### src/rtl/sd_stream_ctrl.sv
// Word-to-bit serializer feeding a programmable Mealy pattern detector.
// It counts the pattern hits in each word and returns the count over a valid/ready port.
//
// state | meaning
// IDLE  | ready for a word; cfg_we is honoured here
// SHIFT | one stream bit per cycle, MSB first, for WORD_W cycles
// DONE  | result held on out_valid/out_count until out_ready
module sd_stream_ctrl #(
  parameter int WORD_W = 8,
  parameter int PAT_W  = 4,
  parameter int CNT_W  = 4
) (
  input  logic              clk,
  input  logic              reset,
  input  logic              cfg_we,
  input  logic [PAT_W-1:0]  cfg_pattern,
  input  logic              cfg_overlap,
  input  logic              in_valid,
  input  logic [WORD_W-1:0] in_data,
  output logic              in_ready,
  output logic              bit_valid,
  output logic              bit_out,
  output logic              match,
  output logic              out_valid,
  output logic [CNT_W-1:0]  out_count,
  input  logic              out_ready,
  output logic              busy
);

  localparam int FILL_W = $clog2(PAT_W);
  localparam int BC_W   = $clog2(WORD_W);
  localparam logic [FILL_W-1:0] FILL_MAX = FILL_W'(PAT_W - 1);
  localparam logic [BC_W-1:0]   BC_LAST  = BC_W'(WORD_W - 1);
  localparam logic [CNT_W-1:0]  CNT_MAX  = '1;

  typedef enum logic [1:0] {
    ST_IDLE  = 2'd0,
    ST_SHIFT = 2'd1,
    ST_DONE  = 2'd2
  } state_e;

  state_e              state_q;
  logic [WORD_W-1:0]   shreg_q;
  logic [BC_W-1:0]     bit_cnt_q;
  logic [PAT_W-2:0]    hist_q, hist_d;
  logic [FILL_W-1:0]   fill_q, fill_d;
  logic [CNT_W-1:0]    cnt_q, cnt_d;
  logic [PAT_W-1:0]    pattern_q;
  logic                overlap_q;
  logic                in_ready_q, bit_valid_q, out_valid_q, busy_q;
  logic [PAT_W-1:0]    window;

  assign bit_out   = shreg_q[WORD_W-1];
  assign window    = {hist_q, bit_out};
  assign match     = bit_valid_q && (fill_q == FILL_MAX) && (window == pattern_q);
  assign in_ready  = in_ready_q;
  assign bit_valid = bit_valid_q;
  assign out_valid = out_valid_q;
  assign busy      = busy_q;
  assign out_count = cnt_q;

  // Detector state advances only on stream bits; it persists across word boundaries.
  always_comb begin
    hist_d = hist_q;
    fill_d = fill_q;
    cnt_d  = cnt_q;
    if (bit_valid_q) begin
      hist_d = window[PAT_W-2:0];
      if (match && !overlap_q)
        fill_d = '0;
      else if (fill_q != FILL_MAX)
        fill_d = fill_q + FILL_W'(1);
      if (match && (cnt_q != CNT_MAX))
        cnt_d = cnt_q + CNT_W'(1);
    end
  end

  always_ff @(posedge clk or negedge reset) begin
    if (!reset) begin
      state_q     <= ST_IDLE;
      shreg_q     <= '0;
      bit_cnt_q   <= '0;
      hist_q      <= '0;
      fill_q      <= '0;
      cnt_q       <= '0;
      pattern_q   <= '0;
      overlap_q   <= 1'b1;
      in_ready_q  <= 1'b1;
      bit_valid_q <= 1'b0;
      out_valid_q <= 1'b0;
      busy_q      <= 1'b0;
    end else begin
      hist_q <= hist_d;
      fill_q <= fill_d;
      cnt_q  <= cnt_d;
      case (state_q)
        ST_IDLE: begin
          if (cfg_we) begin
            pattern_q <= cfg_pattern;
            overlap_q <= cfg_overlap;
            hist_q    <= '0;
            fill_q    <= '0;
          end
          if (in_valid) begin
            shreg_q     <= in_data;
            bit_cnt_q   <= BC_LAST;
            cnt_q       <= '0;
            state_q     <= ST_SHIFT;
            in_ready_q  <= 1'b0;
            bit_valid_q <= 1'b1;
            busy_q      <= 1'b1;
          end
        end
        ST_SHIFT: begin
          shreg_q <= {shreg_q[WORD_W-2:0], 1'b0};
          if (bit_cnt_q == '0) begin
            state_q     <= ST_DONE;
            bit_valid_q <= 1'b0;
            out_valid_q <= 1'b1;
          end else begin
            bit_cnt_q <= bit_cnt_q - BC_W'(1);
          end
        end
        ST_DONE: begin
          if (out_ready) begin
            state_q     <= ST_IDLE;
            out_valid_q <= 1'b0;
            busy_q      <= 1'b0;
            in_ready_q  <= 1'b1;
          end
        end
        default: begin
          state_q     <= ST_IDLE;
          in_ready_q  <= 1'b1;
          bit_valid_q <= 1'b0;
          out_valid_q <= 1'b0;
          busy_q      <= 1'b0;
        end
      endcase
    end
  end

endmodule
### config.mk
export PLATFORM = sky130hd
export DESIGN_NAME = sd_stream_ctrl
export DESIGN_NICKNAME = d
export VERILOG_FILES = /design/src/rtl/sd_stream_ctrl.sv
export SDC_FILE = /design/constraint.sdc
export NUM_CORES = 1
export LEC_CHECK = 0
export CORE_MARGIN = 4
export CORE_UTILIZATION = 45
export DETAILED_ROUTE_END_ITERATION = 16
export GPL_ROUTABILITY_DRIVEN = 0
export PLACE_DENSITY = 0.83
export REMOVE_ABC_BUFFERS = 1
export SETUP_SLACK_MARGIN = 0.2
export SYNTH_ARGS = -nofsm -noshare
export SYNTH_HDL_FRONTEND = slang
export SYNTH_SLANG_ARGS = --single-unit
export TNS_END_PERCENT = 10
### constraint.sdc
create_clock -name clk -period 1.9 [get_ports clk]
set_input_delay 0.38 -clock clk [delete_from_list [all_inputs] [get_ports clk]]
set_output_delay 0.38 -clock clk [all_outputs]
set_load 0.02 [all_outputs]
---- Word level (Yosys, flattened, before mapping) ----
Cells that the tools add are included.
storage, ports and cells
  input port bits ......................... 18
  logic and storage cells ................. 74
  register bits ........................... 31
operators by class
  $add $sub $neg .......................... 3
  equal/unequal tests ..................... 10
  reductions and logical operators ........ 15
  multiplexer cells ....................... 31
  bitwise gates (word level) .............. 3
operator list
  cell                   number
  $mux W2                8
  $mux W4                4
  $pmux W8 S2            1
  $mux W3                5
  $reduce_and A3 Y1      5
  $pmux W1 S3            4
  $ne A2 B2 Y1 const B   5
  $mux W8                1
  $mux W1                6
  $pmux W2 S3            1
  $pmux W3 S2            1
  $add A4 B1 Y4 const B  1
  $eq A2 B2 Y1 const B   2
  $eq A4 B4 Y1           1
  $logic_and A1 B1 Y1    4
  $ne A4 B4 Y1 const B   1
  $reduce_and A2 Y1      2
  $logic_not A3 Y1       1
  $not A1 Y1             3
  $sub A3 B1 Y3 const B  1
  $add A2 B1 Y2 const B  1
  $eq A2 B1 Y1 const B   1
  $logic_not A2 Y1       1
  $reduce_bool A2 Y1     1
  $logic_not A1 Y1       1

---- Depth between registers and ports, before layout ----
  word-level depth ........................ 8
  gate-level depth with buffers ........... 7
  depth with buffers taken out ............ 7

---- Worst setup path before layout ----
OpenSTA, ideal clock, no wires.
  path type ............................... reg2reg
  from .................................... register cnt_q[0] (netlist: out_count[0])
  to ...................................... register cnt_q[3] (netlist: out_count[3])
  clock period less this slack ............ 2167 ps
  path slack .............................. -267 ps
  path buffers ............................ 1
  required time ........................... 1823 ps
  stages on the path, launching flop included .. 7
  arrival time ............................ 2090 ps
  cells stage by stage .................... dfrtp_1 ha_1 and3_1 or4b_1 buf_2 or4_1 a21oi_1
on the way
  longest elaborated chain between the ends .. 6
RTL lines
  element                                                                RTL line  source
  from (decl)                                                            47        logic [CNT_W-1:0] cnt_q, cnt_d;
  from (signal assigned)                                                 95        cnt_q <= cnt_d;
  parallel branches: the longest is 2 deep, another holds $add A4 B1 Y4  --
  $mux W4 *                                                              73        if (match && (cnt_q != CNT_MAX))
  $mux W4 *                                                              67        if (bit_valid_q) begin
  $mux W4                                                                104       if (in_valid) begin
  $mux W4 *                                                              96        case (state_q)
Mark *: on every way between the ends.
A chain may end at the register's enable or synchronous reset.

---- Worst setup path after layout ----
  from .................................... register cnt_q[1] (netlist: out_count[1])
  to ...................................... register cnt_q[3] (netlist: out_count[3])
Same word-level chain as after synthesis.

==> impl_metrics.py <==
metrics = {
    "yosys": {
        "synth-compound-area-share_pct": 16.9,
        "synth_cells": 156,
        "synth_cell_types": 33,
        "syn_area_um2": 1540,
        "muxShareOfSynthArea_pct": 6.26,
        "synthAdderAreaFrac_pct": 2.44,
        "yosysSeqAreaShare_pct": 50.6,
        "synth-seq-cells": 31,
        "synth_top_family_by_area": "simple AND/OR/NAND/NOR gates",
        "post_synth.cell_area_avg_um2": 9.87,
        "yosys.area_share.simple_pct": 17.1,
        "yosysWarnings": 0,
        "synth-xor-area-share_pct": 2.28,
    },
    "detailed_routing": {
        "ant_nets": 0,
        "met2_length_um": 1700,
        "wl_per_cell_um": 14.4,
        "vias": 1276,
        "met3WireLength_um": 179,
        "wl_um": 3440,
        "wl_met1_um": 1520,
        "top_layer_used": "met4",
        "drt_first_pass_iters": 4,
        "drc": 0,
        "drt_iter0_drc": 53,
        "viasPerCell": 5.34,
    },
    "grt": {
        "track_usage_pct": 17.9,
        "grt_overflow": 0,
        "antenna_found_initial": 0,
        "grt_pass1_vias": 1327,
        "grt_pass1_wl_um": 5980,
        "grt_start_max_net_pins": 32,
    },
    "place": {
        "placed_area_um2": 1920,
        "placed_cells": 231,
        "hpwlAfterDp_um": 2500,
        "io_buffers": 27,
        "dp_slack_ns": -0.159,
    },
    "clocking": {
        "cts_tree": "yes",
        "cts-root-buf": "clkbuf_4",
        "clock-sinks": 31,
        "cts_buffer_depth": 2,
        "numCtsBuffers": 5,
        "htreeDepth": 2,
        "worstSkewPairLatency_ns": 0.33,
        "postCtsSetupBuffers": 0,
        "clk_pin_slew_ns": 0.10,
    },
    "setup_path": {
        "critPathMaxFanout": 5,
        "critPathArrivalTime_ns": 2.19,
        "critPathTopFamily": "simple AND/OR/NAND/NOR gates",
        "cp_num_cells": 5,
        "endpoint_kind": "flip-flop",
        "cp_num_buf_inv": 0,
        "path_class": "reg -> reg",
        "cpPeakStageDelay_ns": 0.52,
        "start_kind": "flip-flop",
        "ff2ff_path_depth": 5,
        "crit_chain": "ha_2 -> and3_4 -> or4b_4 -> or4_4 -> a21oi_2",
        "cp_data_required_time_ns": 2.17,
        "critPathSlowestCell": "or4b_4",
    },
    "status": {
        "outcome": "complete, but fails checks",
        "violations": "setup timing",
    },
    "sta": {
        "timing.slew.headroom_pct": 64.1,
        "hold_violations": 0,
        "final_max_slew_viol_count": 0,
        "setup_viol": 2,
        "worst_slack_ns": -0.0137,
        "finClkSkew_ns": 0.00722,
        "hold_ws_ns": 0.432,
        "fin_crit_sh_pct": 101,
        "max_slew.worst_pin.slew_ns": 0.537,
        "fin_crit_ns": 1.91,
        "rsz0062_at_grt": "true",
        "max_freq_ghz": 0.523,
    },
    "pwr": {
        "total_power_uw": 3030,
        "power.leakage_uw": 0.000921,
        "power_density_nw_per_um2": 1480,
        "max-vdd-ir-drop_mv": 0.703,
    },
    "die": {
        "core-area_um2": 3150,
        "chipHeight_um": 66.5,
        "rows": 20,
        "initial_core_util_pct": 48.8,
        "die_area_um2": 4420,
        "io_pins": 28,
        "die-width_um": 66.5,
    },
    "final_layout": {
        "stdcell_count": 239,
        "drive_gt1_share_pct": 21.5,
        "diodes": 0,
        "final_nets": 215,
        "syn_to_final_growth_pct": 32.6,
        "fin_area_um2": 2040,
        "fillers": 267,
    },
    "job": {
        "drv_cap": 0,
    },
    "hold_path": {
        "hp-class": "in -> async",
    },
}
-- per-stage QoR --
stage | TNS, ns | util [%]
finish | -0.0238 | 64.7
global route | -0.120 | 64.7
CTS | 0 | 64.0
detailed placement | -0.386 | 60.9
global placement | -0.115 | 60.9
floorplan | -0.491 | -
-- cells in the final DEF (no fill, tap or decap), types with 9 or more instances in the layout --
| cell type | count |
|---|---|
| buf_4 | 14 |
| a22oi_1 | 9 |
| clkdlybuf4s50_1 | 17 |
| nor2_1 | 9 |
| dfrtp_1 | 29 |
| a21oi_1 | 13 |
| nand2_1 | 13 |
| o21ai_0 | 16 |
| nor2b_1 | 9 |
-- flip-flops by register name (all words and copies together), names as in the netlist --
name,flops
shreg_q,8
out_count,4
pattern_q,4
bit_cnt_q,3
hist_q,3
fill_q,2
state_q,2
bit_valid,1
busy,1
in_ready,1
out_valid,1
overlap_q,1
-- layout make-up --
type                            count  area (um^2)  share of cell area (%)
Multi-Input combinational cell    109          736                    36.1
Sequential cell                    31          778                    38.1
Tap cell                           44         55.1                    2.70
Clock inverter                      2         35.0                    1.72
Timing Repair Buffer               40          359                    17.6
Inverter                            7         26.3                    1.29
Clock buffer                        6         51.3                    2.51
-- layer usage --
layer	global-route usage, %	vias up
li1	-	618
met1	21.3	617
met2	29.7	38
met3	5.56	3
met4	7.11	0
met5	0	-
-- logic make-up (layout without fill, tap and decap cells) --
| logic type | after synthesis | in the layout |
|---|---|---|
| simple gates | 48 | 48 |
| buf+inv | 16 | 55 |
| mux | 9 | 9 |
| flops | 31 | 31 |
| fa+ha+maj | 3 | 3 |
| xor+xnor | 4 | 4 |
| compound gates | 45 | 45 |
-- report_power, final --
| group | switching, uW | internal, uW |
|---|---|---|
| clock network | 229 | 311 |
| logic | 707 | 631 |
| registers | 202 | 945 |
| total | 1140 | 1890 |
-- final timing paths --
check | to | slack, ns | from
max in group asynchronous | in_ready$_DFFE_PN1P_ | 1.14 | reset
worst max register to register | out_count[3]$_DFF_PN0_ | -0.01 | out_count[1]$_DFF_PN0_
worst min-delay path | out_count[2]$_DFF_PN0_ | 0.43 | reset
worst min register to register | out_valid$_DFFE_PN0P_ | 0.52 | out_valid$_DFFE_PN0P_
worst max-delay path | out_count[3]$_DFF_PN0_ | -0.01 | out_count[1]$_DFF_PN0_
min in group clk | out_valid$_DFFE_PN0P_ | 0.52 | out_valid$_DFFE_PN0P_
-- cell usage after synthesis, drive strengths merged --
| master | count | area [um^2] |
|---|---|---|
| o22a | 1 | 8.76 |
| or3 | 1 | 6.26 |
| o22ai | 1 | 6.26 |
| o21ai | 16 | 80.1 |
| inv | 7 | 26.3 |
| a22oi | 9 | 67.6 |
| nand3b | 1 | 7.51 |
| or4b | 1 | 10.0 |
| a21oi | 15 | 75.1 |
| nor2 | 10 | 37.5 |
| nor2b | 9 | 56.3 |
| or2 | 1 | 6.26 |
| and3 | 1 | 6.26 |
| nand2 | 13 | 48.8 |
| xor2 | 1 | 8.76 |
| mux2 | 5 | 56.3 |
| clkbuf | 7 | 26.3 |
| and3b | 1 | 8.76 |
| o31ai | 2 | 15.0 |
| buf | 2 | 16.3 |
| nand3 | 3 | 32.5 |
| mux2i | 4 | 40.0 |
| dfrtp | 29 | 726 |
| or4 | 2 | 15.0 |
| o21bai | 1 | 7.51 |
| and2 | 2 | 12.5 |
| dfstp | 2 | 52.6 |
| ha | 3 | 37.5 |
| nor3 | 3 | 15.0 |
| xnor2 | 3 | 26.3 |
-- repair_timing --
| item | CTS | global route |
|---|---|---|
| hold buffers | 0 | 0 |
| gates resized for setup | 20 | 6 |
| pin swaps | 8 | 3 |
| endpoints found under the setup margin | 14 | 7 |
No activity file was read; power rests on OpenSTA's default activity.
